`src/rtl/hazard_ctrl_pkg.sv`:
```
// Shared definitions for the pipeline hazard controller: controller states,
// per-cycle output modes, counter widths and the load-use detector.
package hazard_ctrl_pkg;

  localparam int CNT_W  = 16;  // event counter width
  localparam int WAIT_W = 8;   // memory wait counter width

  typedef enum logic [1:0] {
    ST_IDLE     = 2'd0,
    ST_RUN      = 2'd1,
    ST_MEM_WAIT = 2'd2,
    ST_ERROR    = 2'd3
  } state_e;

  // What the pipeline-control outputs look like this cycle.
  typedef enum logic [1:0] {
    MODE_HOLD     = 2'd0,  // pipeline parked (IDLE / ERROR)
    MODE_MEMSTALL = 2'd1,  // whole pipe frozen waiting on data memory
    MODE_ACTIVE   = 2'd2   // normal flow, load-use stall or branch flush
  } mode_e;

  // A load in EX writes a register that the instruction in ID reads.
  function automatic logic load_use_hit(
    input logic       ex_memread,
    input logic [4:0] ex_rd,
    input logic [4:0] id_rs1,
    input logic [4:0] id_rs2
  );
    return ex_memread && (ex_rd != 5'd0) && ((ex_rd == id_rs1) || (ex_rd == id_rs2));
  endfunction

endpackage

```
`src/rtl/hazard_ctrl_sat_counter.sv`:
```
// Saturating up-counter with synchronous clear, used for the event counters.
module sat_counter
  import hazard_ctrl_pkg::*;
#(
  parameter int W = CNT_W
) (
  input  logic         clk_i,
  input  logic         rst_i,
  input  logic         en_i,
  input  logic         clr_i,
  output logic [W-1:0] cnt_o
);

  logic [W-1:0] cnt_q;
  logic [W-1:0] cnt_d;

  // Next count: clear wins, otherwise count up and stick at all-ones.
  always_comb begin
    cnt_d = cnt_q;
    if (clr_i) begin
      cnt_d = {W{1'b0}};
    end else if (en_i && (cnt_q != {W{1'b1}})) begin
      cnt_d = cnt_q + {{(W-1){1'b0}}, 1'b1};
    end else begin
      cnt_d = cnt_q;
    end
  end

  // Count register.
  always_ff @(posedge clk_i or posedge rst_i) begin
    if (rst_i) begin
      cnt_q <= {W{1'b0}};
    end else begin
      cnt_q <= cnt_d;
    end
  end

  assign cnt_o = cnt_q;

endmodule

```
`src/rtl/hazard_ctrl.sv`:
```
// Pipeline hazard controller: load-use stalls, taken-branch flushes and
// data-memory wait stalls with a timeout that parks the pipe in ERROR.
// The stall/flush outputs are combinational so the pipeline reacts in the
// same cycle the hazard is seen.
// Build option: define HAZARD_CTRL_PERF_EN to implement the event counters;
// otherwise the counter ports read as zero and no counter flops exist.
module hazard_ctrl
  import hazard_ctrl_pkg::*;
#(
  parameter int unsigned MEM_TIMEOUT = 16  // legal 1..255
) (
  input  logic             clk_i,
  input  logic             rst_i,
  input  logic             start_i,
  input  logic [4:0]       id_rs1_addr_i,
  input  logic [4:0]       id_rs2_addr_i,
  input  logic [4:0]       ex_rd_addr_i,
  input  logic             ex_memread_i,
  input  logic             id_branch_taken_i,
  input  logic             mem_req_i,
  input  logic             mem_ack_i,
  output logic             pc_write_o,
  output logic             if_id_write_o,
  output logic             if_id_flush_o,
  output logic             id_ex_bubble_o,
  output logic             pipe_stall_o,
  output logic             err_o,
  output logic [CNT_W-1:0] load_use_cnt_o,
  output logic [CNT_W-1:0] mem_wait_cnt_o,
  output logic [CNT_W-1:0] flush_cnt_o
);

  localparam logic [WAIT_W-1:0] TIMEOUT_C = WAIT_W'(MEM_TIMEOUT);

  state_e            state_q;
  state_e            state_d;
  logic [WAIT_W-1:0] wait_q;
  logic [WAIT_W-1:0] wait_d;
  logic [WAIT_W-1:0] wait_inc_s;
  mode_e             mode_s;
  logic              hazard_s;

  logic pc_write_s;
  logic if_id_write_s;
  logic if_id_flush_s;
  logic id_ex_bubble_s;
  logic pipe_stall_s;

  assign hazard_s   = load_use_hit(ex_memread_i, ex_rd_addr_i, id_rs1_addr_i, id_rs2_addr_i);
  assign wait_inc_s = wait_q + {{(WAIT_W-1){1'b0}}, 1'b1};

  // Next state, wait counter and output mode. wait_q counts the ack-less
  // cycles spent in MEM_WAIT; the one reaching MEM_TIMEOUT trips ERROR.
  always_comb begin
    state_d = state_q;
    wait_d  = wait_q;
    mode_s  = MODE_HOLD;
    case (state_q)
      ST_IDLE: begin
        mode_s = MODE_HOLD;
        wait_d = {WAIT_W{1'b0}};
        if (start_i) begin
          state_d = ST_RUN;
        end else begin
          state_d = ST_IDLE;
        end
      end
      ST_RUN: begin
        if (mem_req_i && !mem_ack_i) begin
          mode_s  = MODE_MEMSTALL;
          state_d = ST_MEM_WAIT;
          wait_d  = {WAIT_W{1'b0}};
        end else begin
          mode_s  = MODE_ACTIVE;
          state_d = ST_RUN;
        end
      end
      ST_MEM_WAIT: begin
        if (!mem_ack_i) begin
          mode_s = MODE_MEMSTALL;
          wait_d = wait_inc_s;
          if (wait_inc_s == TIMEOUT_C) begin
            state_d = ST_ERROR;
          end else begin
            state_d = ST_MEM_WAIT;
          end
        end else begin
          // Ack releases the stall this very cycle; normal RUN rules apply.
          mode_s  = MODE_ACTIVE;
          state_d = ST_RUN;
          wait_d  = {WAIT_W{1'b0}};
        end
      end
      ST_ERROR: begin
        mode_s  = MODE_HOLD;
        state_d = ST_ERROR;
      end
      default: begin
        mode_s  = MODE_HOLD;
        state_d = ST_IDLE;
        wait_d  = {WAIT_W{1'b0}};
      end
    endcase
  end

  // Pipeline control from the mode; load-use beats branch flush.
  always_comb begin
    pc_write_s     = 1'b0;
    if_id_write_s  = 1'b0;
    if_id_flush_s  = 1'b0;
    id_ex_bubble_s = 1'b1;
    pipe_stall_s   = 1'b1;
    case (mode_s)
      MODE_MEMSTALL: begin
        id_ex_bubble_s = 1'b0;
        pipe_stall_s   = 1'b1;
      end
      MODE_ACTIVE: begin
        pipe_stall_s = 1'b0;
        if (hazard_s) begin
          id_ex_bubble_s = 1'b1;
        end else if (id_branch_taken_i) begin
          pc_write_s     = 1'b1;
          if_id_write_s  = 1'b1;
          if_id_flush_s  = 1'b1;
          id_ex_bubble_s = 1'b0;
        end else begin
          pc_write_s     = 1'b1;
          if_id_write_s  = 1'b1;
          id_ex_bubble_s = 1'b0;
        end
      end
      default: begin
        pc_write_s     = 1'b0;
        if_id_write_s  = 1'b0;
        if_id_flush_s  = 1'b0;
        id_ex_bubble_s = 1'b1;
        pipe_stall_s   = 1'b1;
      end
    endcase
  end

  // State and wait-counter registers.
  always_ff @(posedge clk_i or posedge rst_i) begin
    if (rst_i) begin
      state_q <= ST_IDLE;
      wait_q  <= {WAIT_W{1'b0}};
    end else begin
      state_q <= state_d;
      wait_q  <= wait_d;
    end
  end

  assign pc_write_o     = pc_write_s;
  assign if_id_write_o  = if_id_write_s;
  assign if_id_flush_o  = if_id_flush_s;
  assign id_ex_bubble_o = id_ex_bubble_s;
  assign pipe_stall_o   = pipe_stall_s;
  assign err_o          = (state_q == ST_ERROR);

`ifdef HAZARD_CTRL_PERF_EN
  logic lu_evt_s;
  logic ms_evt_s;

  assign lu_evt_s = (mode_s == MODE_ACTIVE) && hazard_s;
  assign ms_evt_s = (mode_s == MODE_MEMSTALL);

  sat_counter #(.W(CNT_W)) u_lu_cnt (
    .clk_i(clk_i), .rst_i(rst_i), .en_i(lu_evt_s), .clr_i(1'b0), .cnt_o(load_use_cnt_o)
  );
  sat_counter #(.W(CNT_W)) u_mw_cnt (
    .clk_i(clk_i), .rst_i(rst_i), .en_i(ms_evt_s), .clr_i(1'b0), .cnt_o(mem_wait_cnt_o)
  );
  sat_counter #(.W(CNT_W)) u_fl_cnt (
    .clk_i(clk_i), .rst_i(rst_i), .en_i(if_id_flush_s), .clr_i(1'b0), .cnt_o(flush_cnt_o)
  );
`else
  assign load_use_cnt_o = {CNT_W{1'b0}};
  assign mem_wait_cnt_o = {CNT_W{1'b0}};
  assign flush_cnt_o    = {CNT_W{1'b0}};
`endif

endmodule

```
`config.mk`:
```
export PLATFORM = sky130hd
export DESIGN_NAME = hazard_ctrl
export DESIGN_NICKNAME = d
export VERILOG_FILES = /design/src/rtl/hazard_ctrl_pkg.sv /design/src/rtl/hazard_ctrl_sat_counter.sv /design/src/rtl/hazard_ctrl.sv
export SDC_FILE = /design/constraint.sdc
export NUM_CORES = 1
export LEC_CHECK = 0
export BUFFER_PORTS_ARGS = -buffer_cell sky130_fd_sc_hd__buf_2
export CAP_MARGIN = 0
export CORE_MARGIN = 1.5
export CORE_UTILIZATION = 46
export CTS_BUF_LIST = sky130_fd_sc_hd__clkbuf_8
export CTS_CLUSTER_SIZE = 30
export DETAILED_ROUTE_END_ITERATION = 8
export PLACE_DENSITY_LB_ADDON = 0.08
export RECOVER_POWER = 100
export SLEW_MARGIN = 20
export SYNTH_ARGS = -nofsm -noshare
export SYNTH_HDL_FRONTEND = slang
export SYNTH_SLANG_ARGS = --single-unit
```
`constraint.sdc`:
```
create_clock -name clk_i -period 5.31 [get_ports clk_i]
set_clock_uncertainty 0.2 [all_clocks]
set_input_delay 1.062 -clock clk_i [delete_from_list [all_inputs] [get_ports clk_i]]
set_output_delay 1.062 -clock clk_i [all_outputs]
set_load 0.02 [all_outputs]
```
=== After elaboration in Yosys (flattened, before gate mapping) ===
Index checks and enable logic that the tools add are counted.

* Output and inout port bits: 54
* Logic and storage cells: 41
* Register bits: 10
* Input port bits: 22

* Multiplexer cells: 19
* Eq/ne operators: 9
* Reduce and logical (&&, ||, !) cells: 10
* $add $sub $neg: 1

{| class="wikitable"
|+ Operators by type and width
! operator !! count
|-
| $pmux W8 S3 || 1
|-
| $mux W8 || 2
|-
| $eq A5 B5 Y1 || 2
|-
| $mux W1 || 9
|-
| $add A8 B1 Y8 const B || 1
|-
| $eq A8 B5 Y1 const B || 1
|-
| $mux W2 || 4
|-
| $pmux W2 S4 || 1
|-
| $eq A2 B2 Y1 const B || 3
|-
| $pmux W2 S3 || 1
|-
| $reduce_bool A5 Y1 || 1
|-
| $eq A2 B1 Y1 const B || 2
|-
| $logic_and A1 B1 Y1 || 3
|-
| $reduce_bool A3 Y1 || 1
|-
| $logic_not A2 Y1 || 1
|-
| $ne A2 B2 Y1 const B || 1
|-
| $pmux W1 S2 || 1
|-
| $reduce_and A2 Y1 || 1
|-
| $reduce_or A2 Y1 || 1
|-
| $logic_not A1 Y1 || 1
|-
| $logic_or A1 B1 Y1 || 1
|}

=== Depth between registers and ports, before layout ===
Gate-level depths: netlist of run 1.

* Depth after elaboration: 6
* Mapped depth: 6
* Depth with buffers taken out: 4

=== Least setup slack after synthesis of run 1 ===
OpenSTA, ideal clock, no wires.

* Kind: input -> output
* Start: in ex_rd_addr_i[1]
* End: out pc_write_o
* Arrival: 2.407 ns
* Cell stages on the path: 4
* Slack: 1.641 ns
* Buffers on the path: 1
* Data required time: 4.048 ns
* Cells stage by stage: or4_1 -> o21a_1 -> a21oi_1 -> buf_4

* Word-level cells in the longest chain between the ends: 5

{| class="wikitable"
|+ Ends and longest elaborated chain
! item !! line !! text
|-
| start: declaration || hazard_ctrl.sv:17 || <nowiki>input logic [4:0] ex_rd_addr_i,</nowiki>
|-
| $eq A5 B5 Y1 or $reduce_bool A5 Y1 (tied branches) || hazard_ctrl_pkg.sv:29 || <nowiki>return ex_memread && (ex_rd != 5'd0) && ((ex_rd == id_rs1) || (ex_rd == id_rs2));</nowiki>
|-
| $logic_or A1 B1 Y1 or $logic_and A1 B1 Y1 (tied branches) || hazard_ctrl_pkg.sv:29 ||
|-
| $logic_and A1 B1 Y1 * || hazard_ctrl_pkg.sv:29 ||
|-
| $mux W1 * (2 in series) || -- ||
|-
| end: declaration || hazard_ctrl.sv:22 || <nowiki>output logic pc_write_o,</nowiki>
|}

Every way passes the cells marked *; elsewhere a longest branch is shown, timed or not.

=== Worst setup path in the final report of run 1 ===
* Start: in ex_rd_addr_i[1]
* End: out pc_write_o

* Word-level cells in the longest chain between the ends: 5

{| class="wikitable"
|+ Ends and longest elaborated chain
! item !! line !! text
|-
| $eq A5 B5 Y1 or $reduce_bool A5 Y1 (tied branches) || hazard_ctrl_pkg.sv:29 ||
|-
| $logic_or A1 B1 Y1 or $logic_and A1 B1 Y1 (tied branches) || hazard_ctrl_pkg.sv:29 ||
|-
| $logic_and A1 B1 Y1 * || hazard_ctrl_pkg.sv:29 ||
|-
| $mux W1 * || hazard_ctrl.sv:120 || <nowiki>if (hazard_s) begin</nowiki>
|-
| $mux W1 * || hazard_ctrl.sv:113 || <nowiki>case (mode_s)</nowiki>
|}

Marked as above.

==> results of run 1 <==
-- stage by stage --
step	util	power [mW]	area, um^2	cells
after floorplan	-	0.1616	1254	181
after global placement	0.4729	0.1481	1046	185
after detailed placement	0.4729	0.1490	1046	185
after CTS	0.4977	0.2460	1101	189
after global routing	0.4938	0.2572	1092	189
final	0.4938	0.2462	1092	189
-- final cells by class --
cell class / instances / share of cell area
timing repair buffer: 27 / 0.1157
clock buffer: 4 / 0.05040
tap: 28 / 0.03207
inverter: 4 / 0.01375
multi-input combinational: 116 / 0.5590
sequential: 10 / 0.2291
-- power groups by stage --
stage,Sequential [mW],Clock (mW),Combinational (mW)
2_1_floorplan,0.0867,0,0.0749
3_3_place_gp,0.0882,0,0.0599
3_5_place_dp,0.0882,0,0.0608
4_1_cts,0.0870,0.0980,0.0609
5_1_grt,0.0882,0.102,0.0675
6_report,0.0871,0.0980,0.0612
-- synth_stat cells --
| library cell | n | area share |
|---|---|---|
| a211oi_1 | 1 | 0.0070 |
| a21oi_1 | 5 | 0.023 |
| a22o_1 | 1 | 0.0081 |
| a31o_1 | 1 | 0.0081 |
| a31oi_1 | 1 | 0.0058 |
| and2_1 | 1 | 0.0058 |
| and3_1 | 1 | 0.0058 |
| and3b_1 | 1 | 0.0081 |
| buf_2 | 1 | 0.0046 |
| buf_4 | 49 | 0.34 |
| clkbuf_2 | 1 | 0.0046 |
| conb_1 | 1 | 0.0035 |
| dfrtp_1 | 10 | 0.23 |
| ha_1 | 1 | 0.012 |
| inv_1 | 4 | 0.014 |
| nand2_1 | 8 | 0.028 |
| nand3_1 | 5 | 0.023 |
| nand3b_1 | 1 | 0.0070 |
| nand4_1 | 2 | 0.012 |
| nor2_1 | 4 | 0.014 |
| nor2b_1 | 1 | 0.0058 |
| nor3_1 | 1 | 0.0046 |
| nor3b_1 | 1 | 0.0070 |
| nor4_1 | 1 | 0.0058 |
| o2111ai_1 | 1 | 0.0081 |
| o21a_1 | 1 | 0.0070 |
| o21ai_0 | 10 | 0.046 |
| o22ai_1 | 2 | 0.012 |
| o31ai_1 | 1 | 0.0070 |
| or3b_1 | 1 | 0.0081 |
| or4_1 | 1 | 0.0070 |
| xnor2_1 | 11 | 0.089 |
| xor2_1 | 3 | 0.024 |
-- final timing paths --
kind	end	slack (ns)	cells past startpoint
setup / recovery	pc_write_o	1.65	5
hold / removal	wait_q[6]$_DFFE_PP0P_	0.31	1
setup reg to reg	wait_q[2]$_DFFE_PP0P_	3.66	4
hold reg to reg	wait_q[6]$_DFFE_PP0P_	0.31	1
max in group asynchronous	state_q[0]$_DFF_PP0_	4.02	2
min in group asynchronous	wait_q[2]$_DFFE_PP0P_	0.60	2
-- kinds of logic (layout without fill, tap and decap cells) --
| family | after synthesis | in the layout | synth area share |
|---|---|---|---|
| xor+xnor | 14 | 14 | 0.1138 |
| simple gates | 29 | 29 | 0.1417 |
| buf+inv | 55 | 35 | 0.3647 |
| fa+ha+maj | 1 | 1 | 0.01161 |
| other cells | 1 | 48 | 0.003481 |
| compound gates | 24 | 24 | 0.1324 |
| flops | 10 | 10 | 0.2323 |
-- sequential cells by signal, indices dropped and copies added, names as in the netlist --
name	cells
wait_q	8
state_q	2
-- per-layer routing --
metal | vias up | wire (um) | global-route usage | share of wire
met5 | - | 0 | 0 | 0
met4 | 0 | 22 | 0.06579 | 0.012
met3 | 4 | 175 | 0.02339 | 0.094
met2 | 41 | 866 | 0.2521 | 0.46
met1 | 361 | 803 | 0.1475 | 0.43
li1 | 408 | - | - | -
==> results.py, run 1 <==
metrics = {
    "power": {
        "pwr-share-comb": 0.248,
        "p_leak_nw": 0.5512,
        "p_sw_frac": 0.3369,
        "peakVddDrop_v": 0.0001590,
        "p_int_mw": 0.1633,
        "p_seq_frac": 0.354,
        "pwr-share-clk": 0.398,
        "p_switching_mw": 0.08297,
        "p_per_area_nw_per_um2": 225.4,
    },
    "global_route": {
        "overflow": 0,
        "grt_pass1_vias": 668,
        "grt_pass1_wl_um": 2704,
        "antenna_found_initial": 0,
        "track_usage": 0.1363,
        "grt_max_degree": 11,
    },
    "routing": {
        "detail-route-antenna-nets": 0,
        "dr.first_iter.drc_count": 17,
        "drc": 0,
        "wl_per_cell_um": 9.884,
        "wirelength_um": 1868,
        "dr.pass1.iters": 4,
        "vias": 814,
        "avgViaCountPerCell": 4.307,
    },
    "sta": {
        "setup_violations": 0,
        "timing.slew.headroom": 0.5857,
        "setup_slack_ns": 1.648,
        "post-route-period-util": 0.6897,
        "maxSlewViolCount": 0,
        "rsz0062_at_grt": "no",
        "period_minus_slack_ns": 3.662,
        "max_freq_mhz": 273.0,
        "finalHoldViolations": 0,
        "whs_ns": 0.3097,
        "worst_pin_slew_ns": 0.6215,
        "finalSetupTns_ns": 0,
    },
    "clocking": {
        "tritoncts.num_buffers": 3,
        "cts.clk_slew.worst_paths_ns": 0.05,
        "postCtsHoldBufs": 0,
        "post_cts_buffers": 0,
        "cts.sinks": 10,
        "cts_tree": "done",
        "clk_latency_ns": 0.24,
        "clock_path_buffers": 2,
        "htreeDepth": 1,
        "cts_resized": 0,
        "clockRootBuffer": "clkbuf_8",
    },
    "finish": {
        "area.growth.synth_to_final_pct": 1.394,
        "num-fill-cells": 238,
        "layout_common_cells": "conb_1 (48), buf_2 (20), xnor2_1 (11)",
        "n_antenna_cell": 0,
        "fin_nets": 185,
        "regArea_um2": 250.2,
        "drive_gt1_frac": 0.1491,
        "final_common_cell": "conb_1",
        "multi_input_area_um2": 610.6,
    },
    "floorplanning": {
        "core_um2": 2212,
        "die_x_um": 51.40,
        "row_count": 17,
        "io_pins": 76,
        "die_area_um2": 2641,
        "die_h_um": 51.40,
        "start_util": 0.4870,
    },
    "worst_setup_path": {
        "path_delay_family": "simple AND/OR/NAND/NOR gates",
        "r2r_start": "state_q[1]$_DFF_PP0_",
        "cp_slowest_cell": "or4_1",
        "startpoint": "ex_rd_addr_i[1]",
        "crit_chain": "buf_2 -> or4_1 -> o21a_1 -> a21oi_1 -> clkbuf_1",
        "critPathMaxFanout": 3,
        "endpoint_kind": "output pin",
        "cp.required_ns": 4.05,
        "critPathArrivalTime_ns": 2.40,
        "worstSetupPathType": "input pin to output pin",
        "max_stage_delay_ns": 0.55,
        "start_kind": "input pin",
        "cp.buffers_inverters": 2,
    },
    "status": {
        "outcome": "finished clean",
    },
    "logic_synthesis": {
        "synth.cell_area_um2": 1077,
        "ys.warnings.count": 0,
        "synth_cell_types": 33,
        "ys_seq_elements": 10,
        "yosysSeqAreaShare": 0.2323,
        "synth_cells": 134,
        "synth_area_per_cell_um2": 8.039,
    },
    "placement": {
        "gp_congestion": 0.7281,
        "io_buffers": 27,
        "pre_cts_ws_ns": 1.732,
        "hpwl_um": 1459,
    },
    "hold_path": {
        "hold_start": "wait_q[6]$_DFFE_PP0P_",
        "worstHoldPathType": "flip-flop to flip-flop",
    },
    "flow_run": {
        "maxCapViolCount": 0,
    },
}
Note: power is estimated with default switching activity, not from simulation.
==> run 2: changes to the inputs <==
CORE_UTILIZATION = 38   (was 46)
clock period = 3.2 ns   (was 5.31 ns; I/O delays follow)
==> run 2 against run 1 <==
  * Count of clock-buffer cells in the layout down 1
  * Total power up 52%
  * Sequential power up 66%
  * Non-clock buffer count unchanged
  * Largest power group is now sequential cells
  * First-iteration DRC count up 5.9%
  * Worst hold slack worse by 0.13 ns
  * Design area down 0.92%
  * Cell count up 1.1%
  * Critical path depth unchanged
  * Utilization down 9.8 points
  * Clock power up 33%
  * Global-route usage down 1.9 points
==> results.py, run 2 (synthesis results as in run 1) <==
metrics = {
    "status": {
        "outcome": "finished clean",
    },
    "power": {
        "p_seq_frac": 0.386,
        "pwr-share-comb": 0.269,
        "p_per_area_nw_per_um2": 346.8,
        "peakVddDrop_v": 0.0002297,
        "p_switching_mw": 0.1306,
        "p_int_mw": 0.2448,
        "pwr-share-clk": 0.345,
        "p_sw_frac": 0.3478,
        "p_leak_nw": 0.5440,
    },
    "finish": {
        "reg.largest.list": "wait_q x8, state_q x2",
        "layout_common_cells": "conb_1 (48), buf_2 (20), xnor2_1 (11)",
        "num-fill-cells": 297,
        "largest_reg_flops": 8,
        "area.growth.synth_to_final_pct": 0.4648,
        "final_common_cell": "conb_1",
        "stdcell_count": 191,
        "n_antenna_cell": 0,
        "fin_nets": 185,
        "drive_gt1_frac": 0.1438,
        "regMostFlops": "wait_q",
    },
    "routing": {
        "wirelength_um": 1823,
        "dr.pass1.iters": 4,
        "dr.first_iter.drc_count": 18,
        "avgViaCountPerCell": 4.183,
        "drc": 0,
        "wl_per_cell_um": 9.545,
        "vias": 799,
        "detail-route-antenna-nets": 0,
    },
    "placement": {
        "io_buffers": 27,
        "place_inst": 188,
        "gp_congestion": 0.7622,
        "hpwl_um": 1444,
    },
    "floorplanning": {
        "row_count": 19,
        "start_util": 0.3941,
        "die_h_um": 56.25,
        "die_x_um": 56.25,
        "core_um2": 2734,
        "die_area_um2": 3164,
        "io_pins": 76,
    },
    "clocking": {
        "cts_resized": 0,
        "postCtsHoldBufs": 0,
        "post_cts_buffers": 0,
        "cts.sinks": 10,
        "tritoncts.num_buffers": 3,
        "clk_latency_ns": 0.24,
        "clock_path_buffers": 2,
        "cts.clk_slew.worst_paths_ns": 0.05,
        "clockRootBuffer": "clkbuf_8",
        "htreeDepth": 1,
        "cts_tree": "done",
    },
    "sta": {
        "timing.slew.headroom": 0.5917,
        "maxSlewViolCount": 0,
        "worst_pin_slew_ns": 0.6124,
        "post-route-period-util": 0.8768,
        "finalSetupTns_ns": 0,
        "setup_violations": 0,
        "period_minus_slack_ns": 2.806,
        "rsz0062_at_grt": "no",
        "max_freq_mhz": 356.4,
        "finalHoldViolations": 0,
    },
    "worst_setup_path": {
        "start_kind": "input pin",
        "max_stage_delay_ns": 0.53,
        "crit_chain": "buf_2 -> or4_1 -> o21a_1 -> a21oi_1 -> clkbuf_1",
        "critPathArrivalTime_ns": 1.97,
        "cp_slowest_cell": "or4_1",
        "endpoint_kind": "output pin",
        "cp.required_ns": 2.36,
        "critPathMaxFanout": 3,
        "worstSetupPathType": "input pin to output pin",
    },
    "global_route": {
        "track_usage": 0.1174,
        "grt_pass1_wl_um": 2932,
        "overflow": 0,
        "antenna_found_initial": 0,
        "grt_pass1_vias": 653,
        "grt_max_degree": 11,
    },
    "flow_run": {
        "maxCapViolCount": 0,
    },
    "hold_path": {
        "worstHoldPathType": "input pin to async pin",
    },
}
-- run 2: cell types whose count changed in the layout (fill, tap and decap cells not counted) --
| cell | before | now |
|---|---|---|
| clkbuf_8 | 4 | 3 |
-- run 2: layer usage --
layer  part of all wire  wire length (um)  track usage  up-vias
met3              0.084               154      0.02558        5
met1               0.44               800       0.1525      346
met4              0.017                31      0.06122        0
met2               0.46               835       0.1815       43
li1                   -                 -            -      405
met5                  0                 0            0        -
-- run 2: layout make-up --
| type | count | area, um^2 | area share |
|---|---|---|---|
| sequential | 10 | 250.2 | 0.2312 |
| clock buffer | 3 | 41.29 | 0.03815 |
| timing repair buffer | 27 | 126.4 | 0.1168 |
| inverter | 4 | 15.01 | 0.01387 |
| multi-input combinational | 116 | 610.6 | 0.5642 |
| tap | 31 | 38.79 | 0.03584 |
-- run 2: critical path: cells and delay by family --
family | cells | cell delay [ns]
AO/OA/AOI/OAI | 2 | 0.42
AND/OR/NAND/NOR | 1 | 0.53
buffers and inverters | 2 | 0.37
-- run 2: path summary, 6_finish.rpt --
path | from | to | slack, ns | cells after the start
setup / recovery | ex_rd_addr_i[1] | pc_write_o | 0.39 | 5
hold / removal | rst_i | wait_q[7]$_DFFE_PP0P_ | 0.17 | 2
setup reg to reg | state_q[1]$_DFF_PP0_ | wait_q[6]$_DFFE_PP0P_ | 1.56 | 4
hold reg to reg | wait_q[6]$_DFFE_PP0P_ | wait_q[6]$_DFFE_PP0P_ | 0.32 | 1
max in group asynchronous | rst_i | state_q[0]$_DFF_PP0_ | 2.34 | 2
min in group clk_i | wait_q[6]$_DFFE_PP0P_ | wait_q[6]$_DFFE_PP0P_ | 0.32 | 1
-- run 2: power by group through the flow --
stage	Clock [mW]	Combinational [mW]	Sequential, mW
floorplan	0	0.124	0.144
global placement	0	0.0998	0.146
detailed placement	0	0.101	0.147
CTS	0.131	0.101	0.145
global route	0.141	0.115	0.146
finish	0.130	0.101	0.145
-- run 2: per-stage QoR --
| step | power (mW) | utilization | cell area, um^2 | hold slack (ns) | setup WS (ns) |
|---|---|---|---|---|---|
| finish | 0.3753 | 0.3959 | 1082 | 0.1750 | 0.3942 |
| global placement | 0.2460 | 0.3840 | 1050 | 0.3082 | 0.4896 |
| detailed placement | 0.2475 | 0.3840 | 1050 | 0.3118 | 0.4567 |
| floorplan | 0.2682 | - | 1254 | 0.2737 | 0.3753 |
| global route | 0.4016 | 0.3959 | 1082 | 0.2350 | 0.3040 |
| CTS | 0.3771 | 0.3991 | 1091 | 0.1867 | 0.4556 |
